[config.mk]
export PLATFORM = sky130hd
export DESIGN_NAME = name_suite_req_arbiter
export DESIGN_NICKNAME = d
export VERILOG_FILES = /design/src/rtl/name_suite_req_arbiter.sv
export SDC_FILE = /design/constraint.sdc
export NUM_CORES = 1
export LEC_CHECK = 0
export BUFFER_PORTS_ARGS = -buffer_cell sky130_fd_sc_hd__buf_2
export CORE_MARGIN = 5
export CORE_UTILIZATION = 52
export DETAILED_ROUTE_END_ITERATION = 6
export PLACE_DENSITY = 0.94
export REMOVE_ABC_BUFFERS = 1
export SLEW_MARGIN = 10
export SYNTH_ARGS = -nofsm -noshare
export SYNTH_HDL_FRONTEND = slang
export SYNTH_SLANG_ARGS = --single-unit
[constraint.sdc]
create_clock -name clk -period 4.96 [get_ports clk]
set_clock_uncertainty 0.2 [all_clocks]
set_input_delay 1.24 -clock clk [delete_from_list [all_inputs] [get_ports clk]]
set_output_delay 1.24 -clock clk [all_outputs]
set_load 0.02 [all_outputs]
[src/rtl/name_suite_req_arbiter.sv]
// Round-robin arbiter that merges NREQ requestor channels into one memory
// request port through a DEPTH-entry FIFO tagged with the source id.
// Optional stall counter is enabled by defining NAME_SUITE_ARB_STATS_EN.
module name_suite_req_arbiter #(
  parameter int NREQ  = 4,
  parameter int DW    = 8,
  parameter int DEPTH = 2,
  localparam int SW   = $clog2(NREQ),
  localparam int PW   = $clog2(DEPTH),
  localparam int CW   = $clog2(DEPTH) + 1
) (
  input  logic               clk,
  input  logic               reset_n,
  input  logic [NREQ-1:0]    req_valid,
  output logic [NREQ-1:0]    req_ready,
  input  logic [NREQ*DW-1:0] req_bits,
  output logic               mem_valid,
  input  logic               mem_ready,
  output logic [DW-1:0]      mem_bits,
  output logic [SW-1:0]      mem_src,
  output logic [CW-1:0]      fifo_count
`ifdef NAME_SUITE_ARB_STATS_EN
  ,
  output logic [15:0]        stall_cnt
`endif
);

  logic [DW-1:0] data_q [DEPTH];
  logic [SW-1:0] src_q  [DEPTH];
  logic [PW-1:0] wr_ptr;
  logic [PW-1:0] rd_ptr;
  logic [CW-1:0] count;
  logic [SW-1:0] last_ptr;

  logic          grant_found;
  logic [SW-1:0] grant_idx;
  logic [SW-1:0] scan_idx;
  logic          has_room;
  logic          push;
  logic          pop;

  // Scan starts one past the last winner so every requestor gets its turn.
  always_comb begin
    grant_found = 1'b0;
    grant_idx   = '0;
    scan_idx    = '0;
    for (int off = 1; off <= NREQ; off++) begin
      scan_idx = last_ptr + SW'(off);
      if (!grant_found && req_valid[scan_idx]) begin
        grant_found = 1'b1;
        grant_idx   = scan_idx;
      end
    end
  end

  // Room is judged on current occupancy only, keeping mem_ready off the grant path.
  assign has_room  = (count < CW'(DEPTH));
  assign push      = grant_found && has_room;
  assign pop       = (count != '0) && mem_ready;
  assign req_ready = push ? (NREQ'(1) << grant_idx) : '0;

  assign mem_valid  = (count != '0);
  assign mem_bits   = data_q[rd_ptr];
  assign mem_src    = src_q[rd_ptr];
  assign fifo_count = count;

  always_ff @(posedge clk or negedge reset_n) begin
    if (!reset_n) begin
      for (int i = 0; i < DEPTH; i++) begin
        data_q[i] <= '0;
        src_q[i]  <= '0;
      end
      wr_ptr   <= '0;
      rd_ptr   <= '0;
      count    <= '0;
      last_ptr <= SW'(NREQ - 1);
    end else begin
      if (push) begin
        data_q[wr_ptr] <= req_bits[grant_idx*DW +: DW];
        src_q[wr_ptr]  <= grant_idx;
        wr_ptr         <= wr_ptr + PW'(1);
        last_ptr       <= grant_idx;
      end
      if (pop) begin
        rd_ptr <= rd_ptr + PW'(1);
      end
      count <= count + CW'(push) - CW'(pop);
    end
  end

`ifdef NAME_SUITE_ARB_STATS_EN
  always_ff @(posedge clk or negedge reset_n) begin
    if (!reset_n) begin
      stall_cnt <= '0;
    end else if (|req_valid && !has_room && stall_cnt != 16'hFFFF) begin
      stall_cnt <= stall_cnt + 16'd1;
    end
  end
`endif

endmodule

Word-level counts from Yosys, hierarchy flattened. Index checks and enable logic that the tools add are counted.

Register bits: 26. Input port bits: 39. Word-level logic and storage cells: 66.

Add/subtract/negate cells: 7. Magnitude comparators: 8. Shift-type cells: 2. Mux-type cells: 29. Bitwise logic cells: 2. Reductions and logical operators: 10.

Operators by type and width (count): $mux W8 (4); $shiftx A32 B6 Y8 (1); $bwmux W16 (1); $mux W2 (8); $lt A2 B3 Y1 const B (4); $bmux W1 S2 (4); $demux W8 S1 (1); $mux W1 (8); $logic_and A1 B1 Y1 (6); $add A2 B2 Y2 const B (2); $bwmux W4 (1); $ge A2 B2 Y1 const B (2); $mux W4 (1); $not A1 Y2 (2); $shl A1 B2 Y4 const A (1); $logic_not A1 Y1 (3); $add A1 B1 Y1 const B (2); $add A2 B1 Y2 (1); $add A2 B1 Y2 const B (1); $demux W2 S1 (1); $lt A2 B1 Y1 const B (1); $lt A2 B2 Y1 const B (1); $reduce_bool A2 Y1 (1); $sub A2 B1 Y2 (1).

Logic depth before layout (Yosys ltp). Gate-level depths: netlist (run 1).

Depth after elaboration: 16. Depth in mapped cells: 8. Gate-level depth less buffers: 8.

Worst setup path before layout (run 1). OpenSTA, ideal clock, no wires.

Kind: in2out. From: in req_valid[3]. To: out req_ready[0]. Data arrival time: 2.315 ns. Setup slack: 1.205 ns. Cell stages on the path: 5. Path through: and2_1 o32ai_1 a21oi_2 buf_6 nor3_1.

Word-level cells in the longest chain between the ends: 14.

Ends and longest elaborated chain: start: declaration (line 14) `input logic [NREQ-1:0] req_valid,`; $bmux W1 S2 (line 49) `if (!grant_found && req_valid[scan_idx]) begin`; $mux W1 (not written as such) (line 49); $mux W1 (line 49); $logic_not A1 Y1 (line 49); $logic_and A1 B1 Y1 (line 49); $mux W1 (line 49); $logic_not A1 Y1 (line 49); $logic_and A1 B1 Y1 (line 49); $mux W1 (line 49); $logic_not A1 Y1 (line 49); $logic_and A1 B1 Y1 (line 49); $mux W2 / $mux W1 (equally long branches) (line 49); $shl A1 B2 Y4 / $logic_and A1 B1 Y1 (equally long branches) (line 60, 58); $mux W4 (*) (line 60) `assign req_ready = push ? (NREQ'(1) << grant_idx) : '0;`; end: declaration (line 15) `output logic [NREQ-1:0] req_ready,`.

Every way passes the cells marked *; elsewhere a longest branch is shown, timed or not. The select of a mux whose other input is x is not followed.

Final worst setup path (run 1).
From: in req_valid[3]. To: out req_ready[1].

The elaborated chain is that of the path after synthesis.

==> flow_summary.ini, run 1 <==
[outcome]
status = completed

[synth]
synth.distinct_cells = 33
yosys_warnings = 0
synth-seq-cells = 26
synthFlopType = dfrtp_1
synth_top_area_cell = dfrtp_1
yosysMostFrequentCell = nand2_1
synth_top_family_by_area = multiplexers
synth_top_cells_by_count = nand2_1 (32), dfrtp_1 (24), mux2i_1 (17)
synth_mux_area_share_pct = 20.0
synthXorXnorAreaFrac_pct = 1.79
synth_top_area_share_pct = 40.9
syn_avg_cell_area_um2 = 10.5
synth.area.top_cells = dfrtp_1 (41%), mux2i_1 (12%), o221ai_1 (9.5%)
synthArstFlopShare_pct = 100
synthCells = 140
synth_compound_area_share_pct = 13.6
syn_area_um2 = 1470
synth-simple-area-share_pct = 15.2
synth_edf_count = 0
synth-adder-area-share_pct = 1.71
synth-seq-area-share_pct = 44.5

[floorplanning]
core_um2 = 2730
io_pins = 56
start_util_pct = 53.7
die_x_um = 63.1
dieArea_um2 = 3980
die_y_um = 63.1
rows = 19

[layout]
drive_gt1_share_pct = 42.3
fin_nets = 238
antenna_cells = 0
final_cells = 227
areaGrowthSynthToFinish_pct = 22.3

[detailed_routing]
drc_errors = 0
wire_per_inst_um = 16.0
wl_um = 3630
dr.pass1.iters = 4
drt_iter0_drc = 59
antenna_left = 0
vias_per_cell = 5.74
num_vias = 1303

[place]
port_buffers = 55
dp_hpwl_um = 2770
place_congestion = 0.812
place_inst = 223

[sta]
slew_headroom_pct = 61.7
min_period_ns = 3.90
holdWs_ns = 0.297
fmax_mhz = 257
drv_slew = 0
final_hold_viol_count = 0
worst_pin_slew_ns = 0.574
finalSetupTns_ns = 0
finalCritPeriodShare_pct = 78.6
rsz0062_at_grt = no
setup_viol = 0

[flow_run]
drv_cap = 0

[min_path]
holdPathEnd = src_q[3]$_DFFE_PN0P_
hold_path.class = reg -> reg
worstHoldStart = src_q[3]$_DFFE_PN0P_
min_path_cells = 2

[cts]
cts_hold_buf = 0
cts_tree = done
cts-root-buf = clkbuf_4
clk_pin_slew_ns = 0.13
cts_max_path_buffers = 2
htree_num_levels = 1
clock-sinks = 26
post_cts_buffers = 0
numCtsBuffers = 3
clock_latency_ns = 0.33
postCtsResizedCells = 0

[grt]
overflow = 0
antenna_found_initial = 0
grt_pass1_vias = 1315
grt_max_degree = 27
grt_pass1_wl_um = 6000
grtUsageTotal_pct = 18.9

[critical_path]
worstPathMaxFanout = 20
cp-end-kind = output pin
worstPathArrival_ns = 2.46
required_ns = 3.52
r2r_start = last_ptr[1]$_DFFE_PN1P_
critPathKind = in -> out
r2r_cells = 6
r2r_end = data_q[6]$_DFFE_PN0P_
reg2reg_slack_ns = 2.85
start_kind = input pin

[power_and_ir_drop]
p_leak_uw = 0.000922
vdd_ir_drop_max_mv = 0.434
p_per_area_nw_per_um2 = 671
## how the worst max path moves through the flow
stage | startpoint | end | slack [ns]
floorplan | req_valid[0] | req_ready[2] | 0.78
global placement | req_valid[3] | req_ready[0] | 1.14
detailed placement | req_valid[3] | req_ready[1] | 1.07
CTS | req_valid[3] | req_ready[1] | 1.07
global route | req_valid[3] | req_ready[1] | 0.94
finish | req_valid[3] | req_ready[1] | 1.06
## cell type report
type / count / area [um2]
Fill cell: 214 / 940
Multi-Input combinational cell: 106 / 768
Sequential cell: 26 / 653
Timing Repair Buffer: 56 / 283
Tap cell: 31 / 38.8
Clock buffer: 4 / 36.3
Inverter: 4 / 15.0
## state kept, by name, summed over array words and instances, names as in the netlist
register and flops:
data_q 16, src_q 4, fifo_count 2, last_ptr 2
rd_ptr 1, wr_ptr 1
## cell usage in the layout (no fill, tap or decap), types with 2 or more instances in the layout
master    netlist  layout
xnor2_1         2       2
mux2i_1        17      17
dfrtp_1        24      24
buf_2           1      55
clkbuf_4        0       3
nand2_1        32      32
a21oi_2         2       2
dfstp_2         2       2
and2_1          2       2
nor3_1          2       2
o21ai_0         2       2
inv_1           3       3
ha_1            2       2
o221ai_1       16      16
nor2_1          3       3
mux2_2         11      11
## per-layer routing
metal	share of wire, %	GRT usage, %	vias up
met5	0	0	-
met4	2.5	7.69	0
met3	7.7	5.15	8
met2	52	32.8	49
met1	37	21.7	621
li1	-	-	625
## worst max-delay path, cell delays in order
cell and delay (ns):
buf_2 0.13, and2_1 0.14, o32ai_1 0.28, a21oi_2 0.07, buf_4 0.24, nor3_1 0.15
buf_2 0.19
## where the power goes
part	internal (uW)	total (uW)	switching, uW
combinational	289	681	393
clock	44.9	107	62.4
sequential	327	415	88.1
## logic make-up after synthesis
kind of cell,after synthesis
mux,28
flops,26
fa+ha+maj,2
simple gates,49
buf+inv,8
xor+xnor,3
compound gates,24
## metrics by stage
step / area (um2) / setup slack (ns) / util (%) / power [uW]
after floorplan: 1440 / 0.783 / - / 899
after global placement: 1760 / 1.14 / 64.3 / 1080
after CTS: 1790 / 1.07 / 65.6 / 1210
after global routing: 1790 / 0.943 / 65.6 / 1300
final: 1790 / 1.06 / 65.6 / 1200
after detailed placement: 1760 / 1.07 / 64.3 / 1110
Power figures use the tool's default switching activity.
==> run 2, diff against run 1 <==
--- a/config.mk
+++ b/config.mk
@@ -5,11 +5,12 @@
 export SDC_FILE = /design/constraint.sdc
 export NUM_CORES = 1
 export LEC_CHECK = 0
+export ABC_AREA = 1
 export BUFFER_PORTS_ARGS = -buffer_cell sky130_fd_sc_hd__buf_2
 export CORE_MARGIN = 5
-export CORE_UTILIZATION = 52
+export CORE_UTILIZATION = 46
 export DETAILED_ROUTE_END_ITERATION = 6
-export PLACE_DENSITY = 0.94
+export PLACE_DENSITY = 0.86
 export REMOVE_ABC_BUFFERS = 1
 export SLEW_MARGIN = 10
 export SYNTH_ARGS = -nofsm -noshare
==> constraint.sdc (replaced) <==
create_clock -name clk -period 3.3 [get_ports clk]
set_clock_uncertainty 0.2 [all_clocks]
set_input_delay 0.825 -clock clk [delete_from_list [all_inputs] [get_ports clk]]
set_output_delay 0.825 -clock clk [all_outputs]
set_load 0.02 [all_outputs]
==> flow_summary.ini, run 2 <==
[outcome]
status = completed

[sta]
slew_headroom_pct = 61.9
min_period_ns = 3.18
drv_slew = 0
setup_viol = 0
worst_pin_slew_ns = 0.572
finalSetupTns_ns = 0
finalCritPeriodShare_pct = 96.3
final_hold_viol_count = 0
fmax_mhz = 315

[synth]
synth_top_area_cell = dfrtp_1
syn_area_um2 = 1770
synth-seq-area-share_pct = 36.8
synthCells = 254
synth-seq-cells = 26
synth_edf_count = 0
synth_top_area_share_pct = 33.9
yosys_warnings = 0
synthFlopType = dfrtp_1
synth.distinct_cells = 26
synth_top_cells_by_count = nand2_1 (114), nand3_1 (45), dfrtp_1 (24)
synthArstFlopShare_pct = 100
yosysMostFrequentCell = nand2_1
synth.area.top_cells = dfrtp_1 (34%), nand2_1 (24%), nand3_1 (13%)
syn_avg_cell_area_um2 = 6.99

[power_and_ir_drop]
p_leak_uw = 0.00126
vdd_ir_drop_max_mv = 0.899
p_per_area_nw_per_um2 = 1390
switching_power_uw = 1640
sequentialPowerShare_pct = 19.0
p_comb_share_pct = 72.4
p_clk_share_pct = 8.6
power_switching_share_pct = 52.7
p_int_uw = 1470

[layout]
mostFrequentLayoutCell = nand2_1
fin_area_um2 = 2230
antenna_cells = 0
areaGrowthSynthToFinish_pct = 25.7
fin_nets = 361
largest_registers = data_q x16, src_q x4
drive_gt1_share_pct = 32.9
final_cell_mix = nand2_1 (114), buf_2 (54), nand3_1 (45)
fin_util_pct = 60.4
largest_register_ffs = 16
top_register = data_q

[grt]
grt_pass1_wl_um = 7650
grt_max_degree = 27
grtUsageTotal_pct = 18.6
antenna_found_initial = 0
grt_pass1_vias = 1704
overflow = 0

[critical_path]
critPathKind = reg -> out
cp-end-kind = output pin
r2r_cells = 13
start_kind = register
required_ns = 2.27
critPathSlowestCell = dfstp_2
max_stage_delay_ns = 0.58
worstPathMaxFanout = 5
cp_common_cell = nand2_1
worstSetupStartpoint = last_ptr[0]$_DFFE_PN1P_
r2r_start = last_ptr[0]$_DFFE_PN1P_
worstPathArrival_ns = 2.15
crit_path_cell_trace = buf_4 -> nand2_1 -> nand2_1 -> nand2_1 -> nand2_1 -> inv_1 -> nand2_1 -> nor2_2 -> nand2_1 -> nand2_2 -> buf_4 -> nor3_2 -> buf_2

[flow_run]
drv_cap = 0

[min_path]
worstHoldStart = data_q[10]$_DFFE_PN0P_
hold_path.class = reg -> reg
min_path_cells = 2

[cts]
htree_num_levels = 1
numCtsBuffers = 3
clk_pin_slew_ns = 0.09
cts_tree = done
cts_max_path_buffers = 2
cts-root-buf = clkbuf_8
clock_latency_ns = 0.27
clock-sinks = 26

[detailed_routing]
vias_per_cell = 5.01
wl_um = 4760
antenna_left = 0
dr.pass1.iters = 4
drc_errors = 0
num_vias = 1840
drt_iter0_drc = 124
wire_per_inst_um = 13.0

[floorplanning]
die_y_um = 72.1
core_um2 = 3690
die_x_um = 72.1
start_util_pct = 48.1
rows = 22
io_pins = 56
dieArea_um2 = 5200

[place]
dp_hpwl_um = 3560
port_buffers = 55
placed_cell_area_um2 = 2100
place_congestion = 0.824
run 2: cell types whose count changed after synthesis, sizes merged, moves of 4 or more:
cell and delta:
buf +5, inv +12, mux2 -11, mux2i -17, nand2 +93, nand3 +50, nor2 +4, o21ai +5
o221ai -16
run 2: final timing paths:
path	to	slack, ns
setup / recovery	req_ready[0]	0.12
hold / removal	data_q[10]$_DFFE_PN0P_	0.29
setup reg to reg	fifo_count[1]$_DFF_PN0_	0.91
hold reg to reg	data_q[10]$_DFFE_PN0P_	0.29
max in group asynchronous	last_ptr[1]$_DFFE_PN1P_	2.19
min in group asynchronous	src_q[0]$_DFFE_PN0P_	0.33
run 2: critical path, delay by kind of cell (launching register included):
family | cells | cell delay [ns]
flip-flops | 1 | 0.58
AND/OR/NAND/NOR | 9 | 0.74
buffers and inverters | 4 | 0.56
run 2: stage by stage:
step                      setup slack (ns)  power [uW]  std cells  hold slack [ns]
after floorplan                      0.125        2080        245            0.242
after global routing               -0.0304        3410        367            0.306
after detailed placement            0.0741        2720        356            0.265
final                                0.121        3110        367            0.288
after global placement               0.164        2650        356            0.257
after CTS                           0.0128        3000        360            0.289
run 2: power by group through the flow:
stage	combinational (uW)	sequential (uW)	clock, uW
2_1_floorplan	1470	610	0
6_report	2250	590	267
5_1_grt	2520	606	286
3_3_place_gp	2060	597	0
4_1_cts	2120	601	272
3_5_place_dp	2110	608	0
run 2: per-layer routing:
| layer | wire length, um | global-route usage, % |
|---|---|---|
| met2 | 2340 | 30.4 |
| met3 | 374 | 2.49 |
| met4 | 77 | 7.72 |
| met1 | 1970 | 24.8 |
| met5 | 0 | 0 |
run 2: logic make-up after synthesis:
| kind of cell | share of synthesized area (%) |
|---|---|
| flip-flops | 36.8 |
| adder cells (fa/ha/maj) | 1.41 |
| XOR/XNOR | 1.48 |
| AO/OA/AOI/OAI | 2.96 |
| buffers and inverters | 7.62 |
| AND/OR/NAND/NOR | 49.7 |
run 2: final cells by class:
| cell class | count | area (um2) |
|---|---|---|
| Fill cell | 362 | 1460 |
| Multi-Input combinational cell | 202 | 991 |
| Sequential cell | 26 | 653 |
| Timing Repair Buffer | 70 | 390 |
| Inverter | 17 | 63.8 |
| Tap cell | 48 | 60.1 |
| Clock buffer | 3 | 41.3 |
| Clock inverter | 1 | 30.0 |
run 2: timing repair:
action                     4_1_cts  5_1_grt
hold buffers                     0        0
gates resized for setup          0        2
setup buffers                    0        7
setup endpoints to repair        0        4
